**src/rtl/modred_wlm_pipe.sv**
```systemverilog
// modred_wlm_pipe: pipelined word-level Montgomery reducer for
// q = qH*2^W + 1 with per-sample qH, tag side channel, valid/ready.
// Ports: clk, reset (sync, active-high);
//   in_valid/in_ready, in_t (T < q*R), in_qh, in_tag;
//   out_valid/out_ready, out_c = T*R^-1 mod q in [0,q), out_tag.
module modred_wlm_pipe #(
  parameter int DATA_W = 32,
  parameter int W      = 16,
  parameter int STAGES = 2,
  parameter int TAG_W  = 8
) (
  input  logic                clk,
  input  logic                reset,
  input  logic                in_valid,
  output logic                in_ready,
  input  logic [2*DATA_W-1:0] in_t,
  input  logic [DATA_W-W-1:0] in_qh,
  input  logic [TAG_W-1:0]    in_tag,
  output logic                out_valid,
  input  logic                out_ready,
  output logic [DATA_W-1:0]   out_c,
  output logic [TAG_W-1:0]    out_tag
);

  localparam int QH_W = DATA_W - W;
  // One spare bit over the widest legal T.
  localparam int TW   = 2*DATA_W + 1;
  localparam int SW   = TW - W;

  logic en;

  logic [TW-1:0]     t_src   [STAGES];
  logic [QH_W-1:0]   qh_src  [STAGES];
  logic [TAG_W-1:0]  tag_src [STAGES];
  logic              v_src   [STAGES];

  // level a: qH*m, T>>W, carry
  logic [DATA_W-1:0] prod_q [STAGES];
  logic [DATA_W-1:0] prod_d [STAGES];
  logic [SW-1:0]     shr_q  [STAGES];
  logic [SW-1:0]     shr_d  [STAGES];
  logic              cy_q   [STAGES];
  logic              cy_d   [STAGES];
  logic [QH_W-1:0]   qha_q  [STAGES];
  logic [QH_W-1:0]   qha_d  [STAGES];
  logic [TAG_W-1:0]  taga_q [STAGES];
  logic [TAG_W-1:0]  taga_d [STAGES];
  logic              va_q   [STAGES];
  logic              va_d   [STAGES];

  // level b: T_{k+1}
  logic [TW-1:0]     tb_q   [STAGES];
  logic [TW-1:0]     tb_d   [STAGES];
  logic [QH_W-1:0]   qhb_q  [STAGES];
  logic [QH_W-1:0]   qhb_d  [STAGES];
  logic [TAG_W-1:0]  tagb_q [STAGES];
  logic [TAG_W-1:0]  tagb_d [STAGES];
  logic              vb_q   [STAGES];
  logic              vb_d   [STAGES];

  logic [DATA_W-1:0] out_c_q, out_c_d;
  logic [TAG_W-1:0]  out_tag_q, out_tag_d;
  logic              out_valid_q, out_valid_d;

  logic [TW-1:0]     s_fin;
  logic [TW-1:0]     q_fin;
  logic [TW-1:0]     diff;

  assign en        = !out_valid_q | out_ready;
  assign in_ready  = en;
  assign out_valid = out_valid_q;
  assign out_c     = out_c_q;
  assign out_tag   = out_tag_q;

  always_comb begin
    t_src[0]   = {1'b0, in_t};
    qh_src[0]  = in_qh;
    tag_src[0] = in_tag;
    v_src[0]   = in_valid;
    for (int k = 1; k < STAGES; k++) begin
      t_src[k]   = tb_q[k-1];
      qh_src[k]  = qhb_q[k-1];
      tag_src[k] = tagb_q[k-1];
      v_src[k]   = vb_q[k-1];
    end
  end

  always_comb begin
    logic [W-1:0] lo;
    logic [W-1:0] m;
    lo = '0;
    m  = '0;
    for (int k = 0; k < STAGES; k++) begin
      lo = t_src[k][W-1:0];
      // m = -L mod 2^W makes T + q*m divisible by 2^W
      m  = '0 - lo;
      prod_d[k] = {{W{1'b0}}, qh_src[k]} *
                  {{QH_W{1'b0}}, m};
      shr_d[k]  = t_src[k][TW-1:W];
      cy_d[k]   = |lo;
      qha_d[k]  = qh_src[k];
      taga_d[k] = tag_src[k];
      va_d[k]   = v_src[k];
      tb_d[k]   = TW'(prod_q[k]) + TW'(shr_q[k])
                + TW'(cy_q[k]);
      qhb_d[k]  = qha_q[k];
      tagb_d[k] = taga_q[k];
      vb_d[k]   = va_q[k];
    end
  end

  always_comb begin
    s_fin = tb_q[STAGES-1];
    q_fin = TW'({qhb_q[STAGES-1], {W{1'b0}}}) + TW'(1);
    diff  = s_fin - q_fin;
    out_c_d     = (s_fin >= q_fin) ? diff[DATA_W-1:0]
                                   : s_fin[DATA_W-1:0];
    out_tag_d   = tagb_q[STAGES-1];
    out_valid_d = vb_q[STAGES-1];
  end

  always_ff @(posedge clk) begin
    if (reset) begin
      prod_q      <= '{default: '0};
      shr_q       <= '{default: '0};
      cy_q        <= '{default: 1'b0};
      qha_q       <= '{default: '0};
      taga_q      <= '{default: '0};
      va_q        <= '{default: 1'b0};
      tb_q        <= '{default: '0};
      qhb_q       <= '{default: '0};
      tagb_q      <= '{default: '0};
      vb_q        <= '{default: 1'b0};
      out_c_q     <= '0;
      out_tag_q   <= '0;
      out_valid_q <= 1'b0;
    end else if (en) begin
      prod_q      <= prod_d;
      shr_q       <= shr_d;
      cy_q        <= cy_d;
      qha_q       <= qha_d;
      taga_q      <= taga_d;
      va_q        <= va_d;
      tb_q        <= tb_d;
      qhb_q       <= qhb_d;
      tagb_q      <= tagb_d;
      vb_q        <= vb_d;
      out_c_q     <= out_c_d;
      out_tag_q   <= out_tag_d;
      out_valid_q <= out_valid_d;
    end
  end

endmodule

```
**config.mk**
```make
export PLATFORM = sky130hd
export DESIGN_NAME = modred_wlm_pipe
export DESIGN_NICKNAME = d
export VERILOG_FILES = /design/src/rtl/modred_wlm_pipe.sv
export SDC_FILE = /design/constraint.sdc
export NUM_CORES = 2
export LEC_CHECK = 0
export BUFFER_PORTS_ARGS = -buffer_cell sky130_fd_sc_hd__buf_2
export CORE_ASPECT_RATIO = 0.9
export CORE_MARGIN = 1.5
export CORE_UTILIZATION = 41
export DETAILED_ROUTE_END_ITERATION = 6
export GPL_ROUTABILITY_DRIVEN = 0
export HOLD_SLACK_MARGIN = 0.15
export REMOVE_ABC_BUFFERS = 1
export SKIP_CTS_REPAIR_TIMING = 1
export SLEW_MARGIN = 0
export SYNTH_ARGS = -nofsm -noshare
export SYNTH_HDL_FRONTEND = slang
export SYNTH_SLANG_ARGS = --single-unit
```
**constraint.sdc**
```tcl
create_clock -name clk -period 11.6 [get_ports clk]
set_input_delay 1.74 -clock clk [delete_from_list [all_inputs] [get_ports clk]]
set_output_delay 1.74 -clock clk [all_outputs]
set_load 0.05 [all_outputs]
```
======== Word level (Yosys, flattened, before mapping) ========
Index checks and enable logic that the tools add are counted.
operators by class
  add/subtract/negate cells ............... 8
  $mul .................................... 2
  $lt $le $gt $ge ......................... 1
  muxes and demuxes ....................... 1
  bitwise logic cells ..................... 1
  reduce and logical (&&, ||, !) cells .... 3
operator list
  cell                                                                  number
  16-bit by 16-bit multiplier with 32-bit output                        2
  50-bit by 1-bit adder with 51-bit output                              1
  51-bit by 33-bit >= comparator with 1-bit output                      1
  32-bit by 49-bit adder with 50-bit output                             1
  49-bit by 1-bit adder with 50-bit output                              1
  32-bit by 48-bit adder with 49-bit output                             1
  32-bit by 1-bit adder with 33-bit output (second input constant)      1
  32-bit two-way mux                                                    1
  16-bit OR reduction                                                   2
  1-bit by 16-bit subtractor with 16-bit output (first input constant)  2
  32-bit subtractor                                                     1
  1-bit logical NOT                                                     1
  1-bit OR                                                              1
word-level totals
  bits in registers ....................... 420
  input port bits ......................... 92
  word-level logic and storage cells ...... 39

======== Logic depth before layout (Yosys ltp) ========
  depth after elaboration ................. 3
  gate-level depth with buffers ........... 33
  gate-level depth less buffers ........... 30

======== Worst setup path before layout ========
Ideal clock, no wire load.
  path kind ............................... in2reg
  start ................................... input in_t[4]
  end ..................................... register prod_q[63] (netlist name)
  library setup time ...................... 0.086 ns
  arrival ................................. 8.870 ns
  required time ........................... 11.514 ns
  slack ................................... 2.644 ns
  stages on the path ...................... 27
  buffers on the path ..................... 1
  cells stage by stage .................... or3_1 or4_1 or3_1 nor4_1 nand2_1 xor2_1 clkbuf_1 nand2_1 fa_1 fa_1 inv_1 fa_1 fa_1 fa_1 inv_1 fa_1 inv_1 ha_1 and4_1 and3_1 a22oi_1 a21oi_1 o21ai_0 a31oi_1 a221oi_1 xnor2_1 a211oi_1
on the way
  cells in the longest elaborated chain, start to end .. 2
RTL lines
  item                                            RTL line  text
  start: declaration                              16        input logic [2*DATA_W-1:0] in_t,
  1-bit by 16-bit subtractor with 16-bit output   96        m = '0 - lo;
  16-bit by 16-bit multiplier with 32-bit output  97        prod_d[k] = {{W{1'b0}}, qh_src[k]} *
  end signal: assignment                          138       prod_q <= prod_d;
  end: declaration                                38        logic [DATA_W-1:0] prod_q [STAGES];
No other way between the ends.
A chain may end at the register's enable or synchronous reset.

======== Final worst setup path ========
Same ends and word-level chain as after synthesis.

==> flow_metrics.env <==
export IMPL_status="finished, final reports clean"
export IMPL_core_area_um2=84000
export IMPL_number_of_global_route_vias_before_repair=27400
export IMPL_synthesis_area_per_instance_um2=8.16
export IMPL_timing_setup_critical_path_class="input pin to register"
export IMPL_detailedRoute_firstPassIterationCount=5
export IMPL_grt_setup_unrepaired="false"
export IMPL_wirelength_um=88600
export IMPL_synth_edff_count=0
export IMPL_fp_dieH_um=279
export IMPL_placement_io_buffers=133
export IMPL_detail_route_vias_per_cell=5.10
export IMPL_floorplan_initialDensity_pct=41.3
export IMPL_postSynth_asyncResetShare_pct=0
export IMPL_drtIter0Drc=1444
export IMPL_insertedDiodeCount=0
export IMPL_placement_rows=101
export IMPL_postLayoutCoreUtil_pct=45.1
export IMPL_synth_seq_area_share_pct=21.4
export IMPL_tightestPinTransition_ns=1.08
export IMPL_drive_above_1_share_pct=6.33
export IMPL_area_growth_syn_to_fin_pct=9.22
export IMPL_finClkSkew_ns=0.0194
export IMPL_period_needed_ns=9.12
export IMPL_whs_ns=0.437
export IMPL_final_hold_viol_count=0
export IMPL_multi_input_comb_area_um2=24700
export IMPL_floorplan_die_area_um2=86400
export IMPL_combined_area_of_all_synthesized_cells_um2=34700
export IMPL_htree_num_levels=2
export IMPL_ys_warnings_count=0
export IMPL_maximum_number_of_pins_on_one_net_before_global_route_repair=184
export IMPL_total_leakage_power_nw=17.5
export IMPL_grt_usage_pct=20.7
export IMPL_timing_critical_path_from_type="input pin"
export IMPL_path_max_fanout=16
export IMPL_tritoncts_num_sinks=371
export IMPL_worstHoldPathType="register to register"
export IMPL_instances_no_fill=5413
export IMPL_num_nets_final=5020
export IMPL_maxCapViolations=0
export IMPL_ant_nets=0
export IMPL_fmaxAchievable_mhz=110
export IMPL_drcViolationCount=0
export IMPL_worst_endpoint_required_ns=12.11
export IMPL_slew_limit_headroom_pct=28.1
export IMPL_finalMaxSlewViolations=0
export IMPL_drt_wirelength_per_cell_um=16.4
export IMPL_critical_path_endpoint_type="register"
export IMPL_post_dp_hpwl_um=66400
export IMPL_die_w_um=310
export IMPL_finalSetupViolCount=0
export IMPL_ff_latch_area_um2=7430
export IMPL_cp_arrival_ns=9.63
export IMPL_vias=27600
export IMPL_clkLatencyLatePin_ns=0.59
export IMPL_postSynthCellCount=4249
export IMPL_vdd_ir_drop_max_mv=0.263
export IMPL_grt_overflow_total=0
export IMPL_ctsRootBufferMaster="sky130_fd_sc_hd__clkbuf_16"
export IMPL_mostFrequentLayoutCells="sky130_fd_sc_hd__nand2_1, sky130_fd_sc_hd__inv_1, sky130_fd_sc_hd__fa_1"
export IMPL_boundaryPins=134
export IMPL_final_common_cell="sky130_fd_sc_hd__nand2_1"
export IMPL_final_setup_tns_ns=0
export IMPL_finalCritPeriodShare_pct=78.6
export IMPL_synth_distinct_cells=73
export IMPL_grt_first_pass_wirelength_um=145000
export IMPL_path_clk_slew_ns=0.06
export IMPL_power_density_nw_per_um2=272
export IMPL_post_place_cells=5333
export IMPL_cts_buf_count=44
export IMPL_postSynth_topFlopCell="sky130_fd_sc_hd__dfxtp_1"
export IMPL_cts_tree="yes"
export IMPL_antenna_found_initial=2
export IMPL_cts_root_to_sink_buffers=3
export IMPL_fillers=8470
export IMPL_yosys_register_bits=371
[kinds of logic after synthesis]
family / share of synthesized area [%]
fa+ha+maj: 33.1
buf+inv: 7.77
xor+xnor: 4.27
compound gates: 13.3
flops: 21.4
simple gates: 19.9
mux: 0.263
[metrics by stage]
| stage | setup WS [ns] | power [mW] | instance area, um2 |
|---|---|---|---|
| final | 2.48 | 10.3 | 37900 |
| after floorplan | -13.09 | 7.27 | 33900 |
| after CTS | 2.53 | 10.4 | 37900 |
| after detailed placement | 1.88 | 8.87 | 36300 |
| after global routing | 2.06 | 11.4 | 37900 |
| after global placement | 1.98 | 8.82 | 36300 |
[critical path, stage by stage]
cell and delay (ns):
sky130_fd_sc_hd__buf_2 0.12, sky130_fd_sc_hd__or3_1 0.38, sky130_fd_sc_hd__or4_1 0.45, sky130_fd_sc_hd__nor4_1 0.58
sky130_fd_sc_hd__nand2_1 0.22, sky130_fd_sc_hd__nor3_1 0.26, sky130_fd_sc_hd__xnor2_1 0.16, sky130_fd_sc_hd__buf_4 0.23
sky130_fd_sc_hd__nand2_1 0.10, sky130_fd_sc_hd__fa_1 0.51, sky130_fd_sc_hd__fa_1 0.49, sky130_fd_sc_hd__inv_1 0.05
sky130_fd_sc_hd__fa_1 0.50, sky130_fd_sc_hd__fa_1 0.43, sky130_fd_sc_hd__fa_1 0.49, sky130_fd_sc_hd__inv_1 0.05
sky130_fd_sc_hd__fa_1 0.47, sky130_fd_sc_hd__inv_1 0.04, sky130_fd_sc_hd__ha_1 0.33, sky130_fd_sc_hd__and4_1 0.23
sky130_fd_sc_hd__and3_1 0.17, sky130_fd_sc_hd__a22oi_1 0.24, sky130_fd_sc_hd__a21oi_1 0.13, sky130_fd_sc_hd__o21ai_0 0.33
sky130_fd_sc_hd__a31oi_1 0.21, sky130_fd_sc_hd__a221oi_1 0.35, sky130_fd_sc_hd__xnor2_1 0.11, sky130_fd_sc_hd__a211oi_1 0.22
[cell type report]
cell class | instances | share of cell area [%]
repair buffers | 168 | 2.51
multi-input cells | 3163 | 65.1
well taps | 1133 | 3.74
clock inverters | 17 | 0.657
clock buffers | 63 | 3.42
inverters | 498 | 4.95
flip-flops and latches | 371 | 19.6
[state kept, by name, summed over array words and instances, names as in the netlist, 16 cells and up]
register	count
s_fin	34
shr_q	81
t_src	16
qhb_q	16
qha_q	32
out_c	32
shr_d	33
taga_q	16
prod_q	64
qh_src	16
[cells in the mapped netlist (all sizes together), types with 10 or more instances]
cell type	instances	area, um2
dfxtp	371	7430
nand3	41	205
and3	17	106
nand2	882	3310
o21bai	10	75.1
o31ai	11	82.6
and2	256	1600
a21o	62	467
nor2	173	652
nor3	46	230
a21oi	364	1820
nor4	19	138
clkbuf	207	777
nand4	15	93.8
xor2	75	657
o211ai	15	113
ha	290	3630
nor2b	21	131
nand2b	15	93.8
xnor2	94	823
fa	392	7850
inv	498	1870
a31oi	17	106
a211oi	73	548
o21a	22	165
buf	10	50.1
o21ai	135	679
or3	17	106
[worst paths after layout]
| path | cells after the start | endpoint | slack [ns] | start |
|---|---|---|---|---|
| max | 28 | prod_q[63] | 2.48 | in_t[4] |
| max reg2reg | 25 | prod_q[30] | 3.41 | t_src[2] |
| min | 2 | out_c[31] | 0.44 | out_c[31] |
| min reg2reg | 2 | out_c[31] | 0.44 | out_c[31] |
[where the power goes]
part	internal [mW]	switching [mW]	total, mW	leakage [nW]
sequential	1.54	0.194	1.73	3.06
clock	0.872	0.590	1.46	0.737
combinational	2.98	4.12	7.11	13.7
[routing by layer]
| metal | global-route usage (%) | vias up | share of wire [%] |
|---|---|---|---|
| li1 | - | 13700 | - |
| met3 | 2.32 | 123 | 4.0 |
| met5 | 0 | - | 0 |
| met2 | 34.1 | 520 | 46 |
| met1 | 29.0 | 13200 | 48 |
| met4 | 5.04 | 0 | 2.3 |
No activity file was read; power rests on OpenSTA's default activity.
